<file path="src/rtl/spi_helpers_minion_adapter_mc.sv">
// SPI minion push/pull adapter, multi-channel: an address field in each SPI payload
// steers writes into per-channel minion->controller (mc) queues and reads out of
// per-channel controller->minion (cm) queues. Sticky overflow/underflow flags.
module spi_helpers_minion_adapter_mc #(
  parameter int unsigned NBITS = 10,
  parameter int unsigned NCH   = 4,
  parameter int unsigned DEPTH = 2,
  localparam int unsigned AW   = $clog2(NCH),
  localparam int unsigned PW   = NBITS - 2 - AW
) (
  input  logic                i_clk,
  input  logic                i_reset_n,
  input  logic                i_push_en,
  input  logic                i_push_msg_val_wrt,
  input  logic                i_push_msg_val_rd,
  input  logic [NBITS-3:0]    i_push_msg_data,
  input  logic                i_pull_en,
  output logic                o_pull_msg_val,
  output logic                o_pull_msg_spc,
  output logic [NBITS-3:0]    o_pull_msg_data,
  input  logic [NCH*PW-1:0]   i_recv_msg,
  input  logic [NCH-1:0]      i_recv_val,
  output logic [NCH-1:0]      o_recv_rdy,
  output logic [NCH*PW-1:0]   o_send_msg,
  output logic [NCH-1:0]      o_send_val,
  input  logic [NCH-1:0]      i_send_rdy,
  output logic [NCH-1:0]      o_parity,
  output logic                o_err_ovf,
  output logic                o_err_udf,
  input  logic                i_err_clr
);

  localparam int unsigned CW   = $clog2(DEPTH) + 1;
  localparam int unsigned PTRW = (DEPTH > 1) ? $clog2(DEPTH) : 1;

  // Queue storage and bookkeeping, one mc and one cm queue per channel
  logic [PW-1:0]   r_mc_mem [NCH][DEPTH];
  logic [PTRW-1:0] r_mc_wp  [NCH];
  logic [PTRW-1:0] r_mc_rp  [NCH];
  logic [CW-1:0]   r_mc_cnt [NCH];
  logic [PW-1:0]   r_cm_mem [NCH][DEPTH];
  logic [PTRW-1:0] r_cm_wp  [NCH];
  logic [PTRW-1:0] r_cm_rp  [NCH];
  logic [CW-1:0]   r_cm_cnt [NCH];
  logic            r_err_ovf;
  logic            r_err_udf;

  logic [AW-1:0]   w_ch;
  logic [PW-1:0]   w_pay;
  logic            w_wr;
  logic            w_rd;
  logic [NCH-1:0]  w_mc_full;
  logic [NCH-1:0]  w_mc_empty;
  logic [NCH-1:0]  w_cm_full;
  logic [NCH-1:0]  w_cm_empty;
  logic [NCH-1:0]  w_mc_enq;
  logic [NCH-1:0]  w_mc_deq;
  logic [NCH-1:0]  w_cm_enq;
  logic [NCH-1:0]  w_cm_deq;
  logic [NCH-1:0]  w_spc;
  logic            w_ovf_set;
  logic            w_udf_set;

  assign w_ch  = i_push_msg_data[NBITS-3 -: AW];
  assign w_pay = i_push_msg_data[PW-1:0];
  assign w_wr  = i_push_en & i_push_msg_val_wrt;
  assign w_rd  = i_pull_en & i_push_msg_val_rd;

  // Per-channel status and handshake decode; all flow control comes from occupancy only
  always_comb begin
    w_mc_full  = '0;
    w_mc_empty = '0;
    w_cm_full  = '0;
    w_cm_empty = '0;
    w_mc_enq   = '0;
    w_mc_deq   = '0;
    w_cm_enq   = '0;
    w_cm_deq   = '0;
    w_spc      = '0;
    for (int c = 0; c < NCH; c++) begin
      w_mc_full[c]  = (r_mc_cnt[c] == CW'(DEPTH));
      w_mc_empty[c] = (r_mc_cnt[c] == '0);
      w_cm_full[c]  = (r_cm_cnt[c] == CW'(DEPTH));
      w_cm_empty[c] = (r_cm_cnt[c] == '0);
      w_mc_enq[c]   = w_wr & (w_ch == AW'(c)) & ~w_mc_full[c];
      w_mc_deq[c]   = ~w_mc_empty[c] & i_send_rdy[c];
      w_cm_enq[c]   = i_recv_val[c] & ~w_cm_full[c] & i_reset_n;
      w_cm_deq[c]   = w_rd & (w_ch == AW'(c)) & ~w_cm_empty[c];
      // Space must remain for one more write after this cycle's write lands
      w_spc[c] = (({1'b0, r_mc_cnt[c]} + (CW+1)'(w_wr & (w_ch == AW'(c))))
                  < (CW+1)'(DEPTH));
    end
  end

  // Output drive; everything forced low while reset is held
  always_comb begin
    o_recv_rdy = '0;
    o_send_val = '0;
    o_send_msg = '0;
    o_parity   = '0;
    for (int c = 0; c < NCH; c++) begin
      o_recv_rdy[c] = ~w_cm_full[c] & i_reset_n;
      o_send_val[c] = ~w_mc_empty[c] & i_reset_n;
      if (o_send_val[c]) begin
        o_send_msg[c*PW +: PW] = r_mc_mem[c][r_mc_rp[c]];
      end
      o_parity[c] = (^o_send_msg[c*PW +: PW]) & o_send_val[c];
    end
    o_pull_msg_val  = w_rd & ~w_cm_empty[w_ch] & i_reset_n;
    o_pull_msg_data = o_pull_msg_val ? {w_ch, r_cm_mem[w_ch][r_cm_rp[w_ch]]} : '0;
    o_pull_msg_spc  = (&w_spc) & i_reset_n;
    o_err_ovf       = r_err_ovf;
    o_err_udf       = r_err_udf;
  end

  assign w_ovf_set = w_wr & w_mc_full[w_ch];
  assign w_udf_set = w_rd & w_cm_empty[w_ch];

  // Pointer and occupancy registers; reset empties every queue
  always_ff @(posedge i_clk or negedge i_reset_n) begin
    if (!i_reset_n) begin
      for (int c = 0; c < NCH; c++) begin
        r_mc_wp[c]  <= '0;
        r_mc_rp[c]  <= '0;
        r_mc_cnt[c] <= '0;
        r_cm_wp[c]  <= '0;
        r_cm_rp[c]  <= '0;
        r_cm_cnt[c] <= '0;
      end
    end else begin
      for (int c = 0; c < NCH; c++) begin
        if (w_mc_enq[c]) begin
          r_mc_wp[c] <= (r_mc_wp[c] == PTRW'(DEPTH-1)) ? '0 : r_mc_wp[c] + 1'b1;
        end
        if (w_mc_deq[c]) begin
          r_mc_rp[c] <= (r_mc_rp[c] == PTRW'(DEPTH-1)) ? '0 : r_mc_rp[c] + 1'b1;
        end
        r_mc_cnt[c] <= r_mc_cnt[c] + CW'(w_mc_enq[c]) - CW'(w_mc_deq[c]);
        if (w_cm_enq[c]) begin
          r_cm_wp[c] <= (r_cm_wp[c] == PTRW'(DEPTH-1)) ? '0 : r_cm_wp[c] + 1'b1;
        end
        if (w_cm_deq[c]) begin
          r_cm_rp[c] <= (r_cm_rp[c] == PTRW'(DEPTH-1)) ? '0 : r_cm_rp[c] + 1'b1;
        end
        r_cm_cnt[c] <= r_cm_cnt[c] + CW'(w_cm_enq[c]) - CW'(w_cm_deq[c]);
      end
    end
  end

  // Queue payload storage; contents are meaningless while occupancy is zero, so no reset
  always_ff @(posedge i_clk) begin
    for (int c = 0; c < NCH; c++) begin
      if (w_mc_enq[c]) begin
        r_mc_mem[c][r_mc_wp[c]] <= w_pay;
      end
      if (w_cm_enq[c]) begin
        r_cm_mem[c][r_cm_wp[c]] <= i_recv_msg[c*PW +: PW];
      end
    end
  end

  // Sticky error flags; a set in the same cycle as a clear wins
  always_ff @(posedge i_clk or negedge i_reset_n) begin
    if (!i_reset_n) begin
      r_err_ovf <= 1'b0;
      r_err_udf <= 1'b0;
    end else begin
      r_err_ovf <= w_ovf_set | (r_err_ovf & ~i_err_clr);
      r_err_udf <= w_udf_set | (r_err_udf & ~i_err_clr);
    end
  end

endmodule

</file>
<file path="config.mk">
export PLATFORM = sky130hd
export DESIGN_NAME = spi_helpers_minion_adapter_mc
export DESIGN_NICKNAME = d
export VERILOG_FILES = /design/src/rtl/spi_helpers_minion_adapter_mc.sv
export SDC_FILE = /design/constraint.sdc
export NUM_CORES = 1
export LEC_CHECK = 0
export ABC_CLOCK_PERIOD_IN_PS = 2000
export CORE_MARGIN = 4
export CORE_UTILIZATION = 37
export DETAILED_ROUTE_END_ITERATION = 10
export MAX_ROUTING_LAYER = met4
export PLACE_DENSITY_LB_ADDON = 0.1
export SYNTH_ARGS = -nofsm -noshare
export SYNTH_HDL_FRONTEND = slang
export SYNTH_SLANG_ARGS = --single-unit
</file>
<file path="constraint.sdc">
create_clock -name i_clk -period 2 [get_ports i_clk]
set_input_delay 0.2 -clock i_clk [delete_from_list [all_inputs] [get_ports i_clk]]
set_output_delay 0.2 -clock i_clk [all_outputs]
set_load 0.05 [all_outputs]
</file>
### Yosys cells after proc, flatten, opt, wreduce, memory -nomap -nowiden

Memories as Yosys holds them, arrays and structs flattened.
Index checks and enable logic that the tools add are counted.

| operators by class | value |
|---|---|
| add/sub/neg operators | 36 |
| magnitude comparators | 27 |
| equality and inequality tests | 11 |
| muxes and demuxes | 84 |
| bitwise operators | 87 |
| reductions and logical operators | 25 |

Operators by type and width:

| kind | number |
|---|---|
| 2-to-1 mux 12 bit | 14 |
| 2-to-1 mux 6 bit | 27 |
| bitwise AND 1 bit | 53 |
| demux 6 bit (select 1 bit) | 8 |
| OR reduction 12 bit | 3 |
| 2-to-1 mux 1 bit | 28 |
| greater-or-equal comparator 2 bit, second input constant | 13 |
| inverter 1 -> 2 bit | 13 |
| XOR reduction 6 bit | 4 |
| equality test 2 bit, second input constant | 10 |
| logical NOT 2 bit | 9 |
| inverter 1 bit | 18 |
| adder 1 bit, second input constant | 16 |
| adder 2 x 1 -> 2 bit | 8 |
| less-than comparator 2 x 1 -> 1 bit, second input constant | 8 |
| subtractor 2 x 1 -> 2 bit | 8 |
| adder 2 x 1 -> 3 bit | 4 |
| less-than comparator 3 x 2 -> 1 bit, second input constant | 4 |
| logical AND 1 bit | 8 |
| 2-to-1 mux 8 bit | 1 |
| binary-select mux 1 bit (select 2 bit) | 3 |
| 2-to-1 mux 2 bit | 3 |
| AND reduction 4 bit | 1 |
| greater-or-equal comparator 3 bit, second input constant | 1 |
| other kinds (4) | 5 |

| word-level totals | value |
|---|---|
| flip-flop bits (word level) | 34 |
| RAM bits | 96 |
| input port bits | 47 |
| output and inout bits | 48 |
| logic and storage cells | 298 |
| memories kept | 2 |

Memories:

| name | depth | width | read ports | clocked after memory_dff | wr ports | RTL line | text |
|---|---|---|---|---|---|---|---|
| r_cm_mem | 4 | 12 | 1 | 0 | 4 | 41 | `logic [PW-1:0] r_cm_mem [NCH][DEPTH];` |
| r_mc_mem | 4 | 12 | 4 | 0 | 1 | 37 | `logic [PW-1:0] r_mc_mem [NCH][DEPTH];` |

### Depth between registers and ports, before layout

Gate-level depths: netlist of run 1.

| logic depth | value |
|---|---|
| depth after elaboration | 10 |
| depth in mapped cells | 8 |
| mapped depth without buffers | 8 |

### Worst setup path before layout of run 1

OpenSTA, ideal clock, no wires.

| timing | value |
|---|---|
| kind | register -> register |
| start | register r_cm_cnt[6] (netlist name) |
| end | register r_cm_cnt[7] (netlist name) |
| data arrival time | 2.717 ns |
| required time | 1.877 ns |
| path slack | -0.840 ns |
| cell stages (with the launch flop) | 9 |
| path buffers | 0 |
| clock period less this slack | 2.840 ns |
| cell sequence | dfrtp_1 -> inv_1 -> a21boi_0 -> nand2_1 -> ha_1 -> inv_1 -> ha_1 -> xnor2_1 -> xnor2_1 |

| between the ends | value |
|---|---|
| longest elaborated chain between the ends | 6 |
| elaborated cells on any way between the ends | 9 |
| those cells by class | add/sub: 2; eq/ne: 1; bitwise: 5; reduce/logical: 1 |

RTL lines:

| what | RTL line | text |
|---|---|---|
| start: declaration | 44 | `logic [CW-1:0] r_cm_cnt [NCH];` |
| start signal: indexed assignment | 145 | `r_cm_cnt[c] <= r_cm_cnt[c] + CW'(w_cm_enq[c]) - CW'(w_cm_deq[c]);` |
| equality test 2 bit | 83 | `w_cm_full[c] = (r_cm_cnt[c] == CW'(DEPTH));` |
| inverter 1 bit | 87 | `w_cm_enq[c] = i_recv_val[c] & ~w_cm_full[c] & i_reset_n;` |
| bitwise AND 1 bit (2 in series) | 87 |  |
| adder 2 x 1 -> 2 bit | 145 |  |
| subtractor 2 x 1 -> 2 bit (*) | 145 |  |

Every way passes the cells marked *; elsewhere a longest branch is shown, timed or not.
A chain may end at the register's enable or synchronous reset.

### Final worst setup path of run 1

| timing | value |
|---|---|
| start | register r_cm_rp[2] (netlist name) |
| end | output port o_pull_msg_data[0] |

| between the ends | value |
|---|---|
| longest elaborated chain between the ends | 8 |

RTL lines:

| what | RTL line | text |
|---|---|---|
| start: declaration | 43 | `logic [PTRW-1:0] r_cm_rp [NCH];` |
| start signal: indexed assignment | 143 | `r_cm_rp[c] <= (r_cm_rp[c] == PTRW'(DEPTH-1)) ? '0 : r_cm_rp[c] + 1'b1;` |
| binary-select mux 1 bit (select 2 bit) | 110 | `o_pull_msg_data = o_pull_msg_val ? {w_ch, r_cm_mem[w_ch][r_cm_rp[w_ch]]} : '0;` |
| 2-to-1 mux 1 bit (implied by the code) (2 in series) | 110 |  |
| inverter 1 -> 2 bit (implied by the code) | 110 |  |
| 2-to-1 mux 6 bit (implied by the code) (3 in series) | 110 |  |
| 2-to-1 mux 8 bit | 110 |  |
| end: declaration | 20 | `output logic [NBITS-3:0] o_pull_msg_data,` |

Every way passes these cells. The select of a mux whose other input is x is not followed.

==> results of run 1 <==
## layer usage
layer,global-route usage (%),wire (um),up-vias,share of wire [%]
li1,-,-,1970,-
met1,17.9,5790,1958,42
met2,27.3,7230,75,53
met3,3.55,459,20,3.3
met4,6.05,278,0,2.0
met5,-,0,-,0
## stage by stage
step / util [%] / cell area (um^2) / setup slack, ps / hold slack, ps
final: 57.6 / 9220 / -150 / 298
after global routing: 57.6 / 9220 / -220 / 342
after CTS: 56.5 / 9040 / -189 / 344
after detailed placement: 51.3 / 8200 / -313 / 366
after global placement: 51.3 / 8200 / -298 / 362
after floorplan: - / 6160 / -80.7 / -95.6
## power groups by stage
stage / registers (W) / logic [W] / clock network (W)
2_1_floorplan: 0.00377 / 0.00269 / 0
3_3_place_gp: 0.00388 / 0.00441 / 0
3_5_place_dp: 0.00390 / 0.00449 / 0
4_1_cts: 0.00386 / 0.00476 / 0.00315
5_1_grt: 0.00395 / 0.00524 / 0.00329
6_report: 0.00388 / 0.00492 / 0.00308
## kinds of logic after synthesis
group | count (synthesis) | synth area share (%)
buffers and inverters | 37 | 2.85
AOI/OAI and AO/OA | 46 | 5.05
xor gates and xnor gates | 53 | 7.61
and+or+nand+nor | 106 | 8.88
DFF | 130 | 61.2
adders and majority gates | 11 | 2.26
muxes | 57 | 12.1
## critical path: stages (launching register included)
cell	delay (ps)
dfrtp_1	390
mux4_2	630
mux2i_2	230
nor2_4	130
buf_12	150
## worst max path at each step
| stage | startpoint | to | slack, ps | depth (start not counted) |
|---|---|---|---|---|
| global route | r_mc_rp[1] | o_parity[2] | -220 | 5 |
| detailed placement | i_push_msg_data[7] | o_pull_msg_data[0] | -310 | 6 |
| CTS | r_mc_rp[1] | o_parity[2] | -190 | 5 |
| finish | r_cm_rp[2] | o_pull_msg_data[0] | -150 | 4 |
| floorplan | r_cm_cnt[5] | o_pull_msg_data[0] | -80 | 5 |
| global placement | i_push_msg_data[7] | o_pull_msg_data[1] | -300 | 6 |
## state kept, by name, summed over array words and instances (netlist names)
| signal | cells |
|---|---|
| r_cm_mem | 48 |
| r_mc_mem | 48 |
| r_cm_cnt | 8 |
| r_mc_cnt | 8 |
| r_cm_rp | 4 |
| r_cm_wp | 4 |
| r_mc_rp | 4 |
| r_mc_wp | 4 |
| o_err_ovf | 1 |
| o_err_udf | 1 |
## final cells by class
cell class	count	area (um^2)
timing repair buffer	178	2080
tap	216	270
clock buffer	17	425
inverter	20	77.6
sequential	130	3740
clock inverter	15	175
fill	1347	6780
multi-input combinational	273	2460
## cells in the final DEF, fill, tap and decap left out, types with 5 or more instances in the layout
cell / instances
o211ai_1: 5
xnor2_1: 22
buf_4: 74
xor2_1: 26
nand2_1: 14
buf_12: 48
nor2b_1: 5
buf_6: 5
inv_1: 15
mux2i_1: 28
dfrtp_2: 5
mux4_2: 11
dfrtp_1: 29
o21ai_0: 9
mux2i_2: 11
edfxtp_1: 96
nor2_1: 42
mux2i_4: 5
and3_1: 5
ha_1: 11
a21oi_1: 7
clkdlybuf4s50_1: 44
clkbuf_16: 17
nor2_4: 8
## what timing repair did
| action | in CTS | in global routing |
|---|---|---|
| hold buffers | 3 | 0 |
| pin swaps | 11 | 8 |
| gates resized for setup | 43 | 18 |
| setup endpoints to repair | 14 | 28 |
| setup buffers | 11 | 10 |
| endpoints found under the hold margin | 34 | 0 |
==> flow_summary_export.csv, run 1 <==
group,metric,value,unit
detailed_routing,wl_per_cell,16.2,um
synthesis,ys_warn_count,0,
worst_setup_path,r2r_cells,8,
detailed_routing,viasPerCell,4.74,
global_routing,grt-ovfl-total,0,
sta,fin_setup_tns,-1340,ps
synthesis,ys_seq_area_share,61.2,%
worst_setup_path,arrival,1950,ps
power_and_ir_drop,power,0.0119,W
sta,hold_viol_final,0,
power_and_ir_drop,p_int,0.00775,W
sta,period_share,108,%
detailed_routing,drt_iter0_drc,148,
worst_setup_path,crit_required,1800,ps
worst_setup_path,r2r_slack,240,ps
synthesis,ys_seq_elements,130,
clock_tree,clock_latency,410,ps
status,status,"complete, but fails checks",
global_routing,grt_pass1_wl,21.4,mm
synthesis,yosys.area.top_type_share,47.3,%
worst_setup_path,cp_max_fo,6,
placed_design,dp_hpwl,10.4,mm
synthesis,syn_area,0.00610,mm^2
synthesis,synthCells,440,
clock_tree,cts_buffer_depth,2,
worst_setup_path,r2r_end,"r_cm_cnt[3]",
status,violations,"negative setup slack",
detailed_routing,drt-total-wl,13.8,mm
run,maxCapViolCount,0,
global_routing,gr-usage-all-layers,15.8,%
power_and_ir_drop,p_leak,3.65,nW
synthesis,synth_common_cells,"edfxtp_1, nor2_1, mux2i_1, dfrtp_1, xor2_1",
global_routing,antenna_found_initial,0,
power_and_ir_drop,switching_share,34.8,%
placed_design,place.port_buffers,94,
sta,final_max_slew_viol_count,0,
clock_tree,path_clk_slew,60,ps
power_and_ir_drop,clkPwrFrac,25.9,%
global_routing,grt_max_degree,17,
synthesis,synth_most_common_cell,"edfxtp_1",
worst_setup_path,cp-end-kind,"output pin",
hold_path,min_path_type,"input pin to async pin",
final_layout,nNetsFinal,678,
floorplan,die_y,136,um
sta,setup_viol,12,
power_and_ir_drop,switching_power,0.00413,W
worst_setup_path,critPathLaunchType,"flop",
sta,rsz0062_at_grt,"true",
synthesis,synth_largest_area_cell,"edfxtp_1",
sta,fin_ws,-150,ps
global_routing,grt_pass1_vias,4252,
final_layout,stdcell_count,849,
worst_setup_path,path_class,"flop to output pin",
synthesis,synthTopCellsByArea,"edfxtp_1, dfrtp_1, mux2i_1, mux4_2, xor2_1",
clock_tree,htree_levels,4,
floorplan,die-area,0.0186,mm^2
synthesis,synth.distinct_cells,46,
power_and_ir_drop,vdd_drop_max,0.000825,V
detailed_routing,dr.pass1.iters,4,
synthesis,syn-num-nets,498,
final_layout,area_growth,51.2,%
power_and_ir_drop,combPwrFrac,41.4,%
floorplan,num_rows,46,
sta,slew_headroom,50.7,%
power_and_ir_drop,pwr-share-seq,32.7,%
clock_tree,root_buffer,"clkbuf_16",
sta,fin_crit,2150,ps
placed_design,post-place-cells,793,
clock_tree,clock-sinks,130,
clock_tree,cts_tree,"built",
synthesis,synth-edff-count,96,
synthesis,async_flop_share,26.2,%
sta,worstMarginPinSlew,736,ps
detailed_routing,vias,4023,
floorplan,ios,95,
floorplan,coreArea,0.0160,mm^2
synthesis,ys.flop_type,"edfxtp_1",
placed_design,gp_congestion,0.793,
floorplan,start_util,38.1,%
synthesis,syn_area_per_cell,13.9,um^2
final_layout,drive_gt1_share,35.7,%
sta,max_freq,465,MHz
sta,fin_worst_skew,4.76,ps
detailed_routing,ant_nets,0,
detailed_routing,drc,0,
clock_tree,cts_buffers,17,
worst_setup_path,timing.rr.start,"r_cm_cnt[3]",
final_layout,diodes,0,
power_and_ir_drop,powerDensity,1290,mW/mm^2
floorplan,die_x,136,um
No activity file was read; power rests on OpenSTA's default activity.
==> inputs of run 2 (changes only) <==
--- a/config.mk
+++ b/config.mk
@@ -11,6 +11,7 @@
 export DETAILED_ROUTE_END_ITERATION = 10
 export MAX_ROUTING_LAYER = met4
 export PLACE_DENSITY_LB_ADDON = 0.1
+export RECOVER_POWER = 50
 export SYNTH_ARGS = -nofsm -noshare
 export SYNTH_HDL_FRONTEND = slang
 export SYNTH_SLANG_ARGS = --single-unit
==> flow_summary_export.csv, run 2 (synthesis results as in run 1) <==
group,metric,value,unit
global_routing,antenna_found_initial,0,
floorplan,num_rows,46,
detailed_routing,drt_iter0_drc,160,
run,maxCapViolCount,0,
clock_tree,path_clk_slew,60,ps
hold_path,min_path_type,"input pin to async pin",
global_routing,grt-ovfl-total,0,
clock_tree,cts_buffer_depth,2,
worst_setup_path,critPathTopFamily,"flip-flops",
worst_setup_path,r2r_slack,40,ps
final_layout,postLayoutCellArea,0.00915,mm^2
sta,rsz0062_at_grt,"true",
placed_design,placed_area,0.00820,mm^2
final_layout,regArea,0.00374,mm^2
floorplan,die-area,0.0186,mm^2
floorplan,die_y,136,um
clock_tree,root_buffer,"clkbuf_16",
worst_setup_path,cp_slowest_cell,"dfrtp_2",
worst_setup_path,crit_required,1800,ps
sta,slew_headroom,50.6,%
floorplan,start_util,38.1,%
final_layout,layout_commonest_cell,"edfxtp_1",
sta,max_freq,466,MHz
detailed_routing,drt-total-wl,13.7,mm
worst_setup_path,cp-end-kind,"output pin",
final_layout,area_growth,50.0,%
global_routing,grt_max_degree,17,
worst_setup_path,startpoint,"r_mc_rp[0]",
final_layout,fillers,1362,
worst_setup_path,arrival,1940,ps
detailed_routing,drc,0,
final_layout,layout_common_cells,"edfxtp_1, buf_4, buf_12",
clock_tree,htree_levels,4,
clock_tree,clock-sinks,130,
global_routing,grt_pass1_wl,21.4,mm
worst_setup_path,cp_max_fo,4,
sta,worstMarginPinSlew,739,ps
power_and_ir_drop,power,0.0118,W
status,violations,"negative setup slack",
worst_setup_path,cp_cell_sequence,"mux2i_2 -> or3_1 -> a21o_1 -> mux2i_2 -> buf_12",
floorplan,coreArea,0.0160,mm^2
worst_setup_path,cp_slowest_stage_delay,450,ps
sta,period_share,107,%
power_and_ir_drop,p_leak,3.60,nW
sta,fin_setup_tns,-1330,ps
worst_setup_path,r2r_end,"r_cm_cnt[7]",
status,status,"complete, but fails checks",
floorplan,die_x,136,um
final_layout,multi_input_area,0.00242,mm^2
detailed_routing,dr.pass1.iters,4,
final_layout,drive_gt1_share,33.8,%
clock_tree,cts_tree,"built",
placed_design,dp_hpwl,10.4,mm
global_routing,grt_pass1_vias,4252,
sta,hold_viol_final,0,
detailed_routing,ant_nets,0,
sta,setup_viol,13,
worst_setup_path,timing.rr.start,"r_cm_cnt[6]",
detailed_routing,wl_per_cell,16.1,um
sta,final_max_slew_viol_count,0,
final_layout,diodes,0,
worst_setup_path,crit_buf_inv,1,
worst_setup_path,crit_top_cell,"mux2i_2",
detailed_routing,viasPerCell,4.73,
placed_design,place.port_buffers,94,
final_layout,nNetsFinal,678,
detailed_routing,vias,4012,
power_and_ir_drop,powerDensity,1290,mW/mm^2
placed_design,gp_congestion,0.793,
power_and_ir_drop,vdd_drop_max,0.000821,V
worst_setup_path,path_class,"flop to output pin",
sta,fin_crit,2140,ps
worst_setup_path,r2r_cells,8,
global_routing,gr-usage-all-layers,15.8,%
worst_setup_path,critPathLaunchType,"flop",
clock_tree,clock_latency,410,ps
sta,fin_ws,-145,ps
floorplan,ios,95,
clock_tree,cts_buffers,17,
sta,fin_worst_skew,4.57,ps
run 2: cell count changes in the layout (fill, tap and decap cells not counted), moves of 2 or more:
cell	change
a21boi_0	+2
buf_4	-6
clkbuf_1	+6
clkbuf_4	+2
clkdlybuf4s50_1	-32
dlygate4sd3_1	+32
nor4_1	+2
nor4_2	-2
run 2: area by class of cell:
| cell class | count | area share (%) |
|---|---|---|
| timing repair buffer | 178 | 22.3 |
| tap | 216 | 2.95 |
| sequential | 130 | 40.9 |
| inverter | 20 | 0.848 |
| multi-input combinational | 273 | 26.5 |
| clock inverter | 15 | 1.91 |
| clock buffer | 17 | 4.65 |
run 2: how the worst max path moves through the flow:
stage | endpoint | depth (start not counted)
2_1_floorplan | o_pull_msg_data[0] | 5
3_3_place_gp | o_pull_msg_data[1] | 6
3_5_place_dp | o_pull_msg_data[0] | 6
4_1_cts | o_parity[2] | 5
5_1_grt | o_parity[2] | 5
6_report | o_parity[3] | 5
run 2: timing repair:
item | CTS | global route
hold buffers | 3 | 0
setup buffers | 11 | 10
gates resized for setup | 43 | 18
cloned | 0 | 0
endpoints found under the setup margin | 14 | 28
endpoints found under the hold margin | 34 | 0
pin swaps | 11 | 8
run 2: through the flow:
step	utilization [%]	setup WS, ps	hold slack [ps]	std cells
floorplan	-	-80.7	-95.6	440
global placement	51.3	-298	362	793
detailed placement	51.3	-313	366	793
CTS	56.5	-189	344	839
global route	57.2	-220	405	849
finish	57.2	-145	351	849
run 2: per-layer routing:
metal,GRT usage [%],vias up,part of all wire (%)
li1,-,1975,-
met1,17.9,1942,42
met2,27.3,75,52
met3,3.55,20,3.4
met4,6.05,0,2.0
met5,-,-,0
run 2: tightest hold or removal path, stage by stage:
cell and delay, ps:
buf_2 240, clkdlybuf4s25_1 460, clkbuf_1 220
run 2: power breakdown:
| part | internal [W] | switching, W | total [W] |
|---|---|---|---|
| clock | 0.00187 | 0.00121 | 0.00308 |
| sequential | 0.00345 | 0.000433 | 0.00388 |
| combinational | 0.00238 | 0.00247 | 0.00485 |
| total | 0.00770 | 0.00411 | 0.0118 |
==> inputs of run 3 (changes only) <==
--- a/config.mk
+++ b/config.mk
@@ -6,11 +6,11 @@
 export NUM_CORES = 1
 export LEC_CHECK = 0
 export ABC_CLOCK_PERIOD_IN_PS = 2000
-export CORE_MARGIN = 4
+export CORE_MARGIN = 1
 export CORE_UTILIZATION = 37
 export DETAILED_ROUTE_END_ITERATION = 10
 export MAX_ROUTING_LAYER = met4
-export PLACE_DENSITY_LB_ADDON = 0.1
+export PLACE_DENSITY_LB_ADDON = 0.25
 export RECOVER_POWER = 50
 export SYNTH_ARGS = -nofsm -noshare
 export SYNTH_HDL_FRONTEND = slang
==> flow_summary_export.csv, run 3 (synthesis results as in run 1) <==
group,metric,value,unit
floorplan,num_rows,46,
global_routing,antenna_found_initial,0,
status,status,"complete, but fails checks",
worst_setup_path,crit_top_cell,"buf_12",
power_and_ir_drop,vdd_drop_max,0.000606,V
clock_tree,path_clk_slew,60,ps
floorplan,die-area,0.0170,mm^2
floorplan,die_y,130,um
sta,max_freq,463,MHz
final_layout,layout_commonest_cell,"edfxtp_1",
final_layout,fillers,1309,
final_layout,area_growth,51.0,%
sta,slew_headroom,63.6,%
worst_setup_path,r2r_slack,10,ps
worst_setup_path,cp_slowest_stage_delay,500,ps
power_and_ir_drop,p_leak,3.61,nW
worst_setup_path,r2r_end,"r_cm_cnt[5]",
worst_setup_path,path_class,"flop to output pin",
placed_design,place.port_buffers,94,
detailed_routing,wl_per_cell,16.6,um
placed_design,gp_congestion,0.781,
power_and_ir_drop,switching_power,0.00417,W
final_layout,stdcell_count,850,
worst_setup_path,r2r_cells,8,
floorplan,ios,95,
power_and_ir_drop,p_int,0.00788,W
floorplan,start_util,38.1,%
worst_setup_path,cp_slowest_cell,"mux4_2",
global_routing,grt_pass1_vias,4315,
power_and_ir_drop,pwr-share-seq,32.3,%
detailed_routing,ant_nets,0,
sta,fin_ws,-158,ps
final_layout,final_util,57.6,%
sta,fin_worst_skew,12.0,ps
final_layout,multi_input_area,0.00245,mm^2
power_and_ir_drop,clkPwrFrac,26.3,%
sta,hold_viol_final,0,
detailed_routing,dr.pass1.iters,4,
worst_setup_path,arrival,1960,ps
placed_design,post-place-cells,790,
worst_setup_path,cp_max_fo,6,
placed_design,dp_slack,-302,ps
worst_setup_path,critPathTopFamily,"multiplexers",
sta,period_share,108,%
run,maxCapViolCount,0,
sta,rsz0062_at_grt,"true",
detailed_routing,drt-total-wl,14.1,mm
placed_design,dp_hpwl,9.96,mm
sta,setup_viol,13,
worst_setup_path,timing.rr.start,"r_cm_cnt[5]",
power_and_ir_drop,switching_share,34.6,%
clock_tree,cts_buffer_depth,2,
clock_tree,cts_tree,"built",
floorplan,coreArea,0.0160,mm^2
global_routing,gr-usage-all-layers,18.7,%
global_routing,grt_pass1_wl,22.5,mm
sta,final_max_slew_viol_count,0,
clock_tree,clock_latency,420,ps
status,violations,"negative setup slack",
worst_setup_path,crit_required,1800,ps
clock_tree,cts_buffers,17,
power_and_ir_drop,combPwrFrac,41.4,%
worst_setup_path,cp-end-kind,"output pin",
detailed_routing,viasPerCell,4.91,
clock_tree,root_buffer,"clkbuf_16",
final_layout,layout_common_cells,"edfxtp_1, buf_4, buf_12",
sta,worstMarginPinSlew,541,ps
detailed_routing,drt_iter0_drc,280,
worst_setup_path,crit_buf_inv,2,
final_layout,nNetsFinal,679,
final_layout,diodes,0,
worst_setup_path,critPathLaunchType,"flop",
global_routing,grt_max_degree,17,
hold_path,min_path_type,"input pin to async pin",
power_and_ir_drop,powerDensity,1310,mW/mm^2
global_routing,grt-ovfl-total,0,
detailed_routing,vias,4175,
clock_tree,htree_levels,4,
clock_tree,clock-sinks,130,
floorplan,die_x,130,um
power_and_ir_drop,power,0.0120,W
detailed_routing,drc,0,
sta,fin_crit,2160,ps
final_layout,drive_gt1_share,33.1,%
final_layout,regArea,0.00374,mm^2
worst_setup_path,cp_cell_sequence,"mux4_2 -> buf_12 -> mux2i_4 -> nor2_4 -> buf_12",
[run 3: metrics by stage]
step	hold slack, ps	instance area, um^2	TNS (ps)
floorplan	-95.6	6160	-645
global placement	115	8170	-3200
detailed placement	110	8170	-4770
CTS	348	9110	-1550
global route	338	9210	-3020
finish	329	9210	-1430
[run 3: final cells by class]
cell class / count / share of cell area, %
Multi-Input combinational cell: 273 / 26.6
Clock inverter: 15 / 1.97
Timing Repair Buffer: 179 / 22.4
Clock buffer: 17 / 4.62
Inverter: 20 / 0.842
Sequential cell: 130 / 40.6
Tap cell: 216 / 2.93
[run 3: worst max path at each step]
stage | startpoint | end | slack [ps] | cells after the start
floorplan | r_cm_cnt[5] | o_pull_msg_data[0] | -80 | 5
global placement | i_push_msg_data[7] | o_pull_msg_data[0] | -280 | 6
detailed placement | i_push_msg_data[7] | o_pull_msg_data[2] | -300 | 6
CTS | r_mc_rp[0] | o_parity[3] | -190 | 5
global route | r_mc_rp[0] | o_parity[3] | -260 | 5
finish | r_cm_rp[3] | o_pull_msg_data[5] | -160 | 5
[run 3: timing repair]
item,in CTS,in global routing
buffers inserted,10,12
hold buffers,5,0
cloned,1,0
pin swaps,6,8
resized for setup,52,16
endpoints found under the setup margin,15,14
endpoints found under the hold margin,20,0
[run 3: worst reg2reg max path: cells and delay by family (launching register included)]
family,cells,cell delay (ps)
xor gates and xnor gates,2,310
adders and majority gates,2,510
and+or+nand+nor,1,190
DFF,1,390
AOI/OAI and AO/OA,1,330
buffers and inverters,2,180
[run 3: power by group through the flow]
stage,clock [W],combinational (W),sequential [W]
floorplan,0,0.00269,0.00377
global placement,0,0.00433,0.00389
detailed placement,0,0.00443,0.00391
CTS,0.00322,0.00485,0.00388
global route,0.00336,0.00531,0.00395
finish,0.00317,0.00499,0.00389
[run 3: layer usage]
metal / part of all wire (%) / GRT usage [%]
met1: 43 / 22.2
met4: 1.6 / 7.30
met5: 0 / -
met3: 4.0 / 4.80
met2: 52 / 30.6
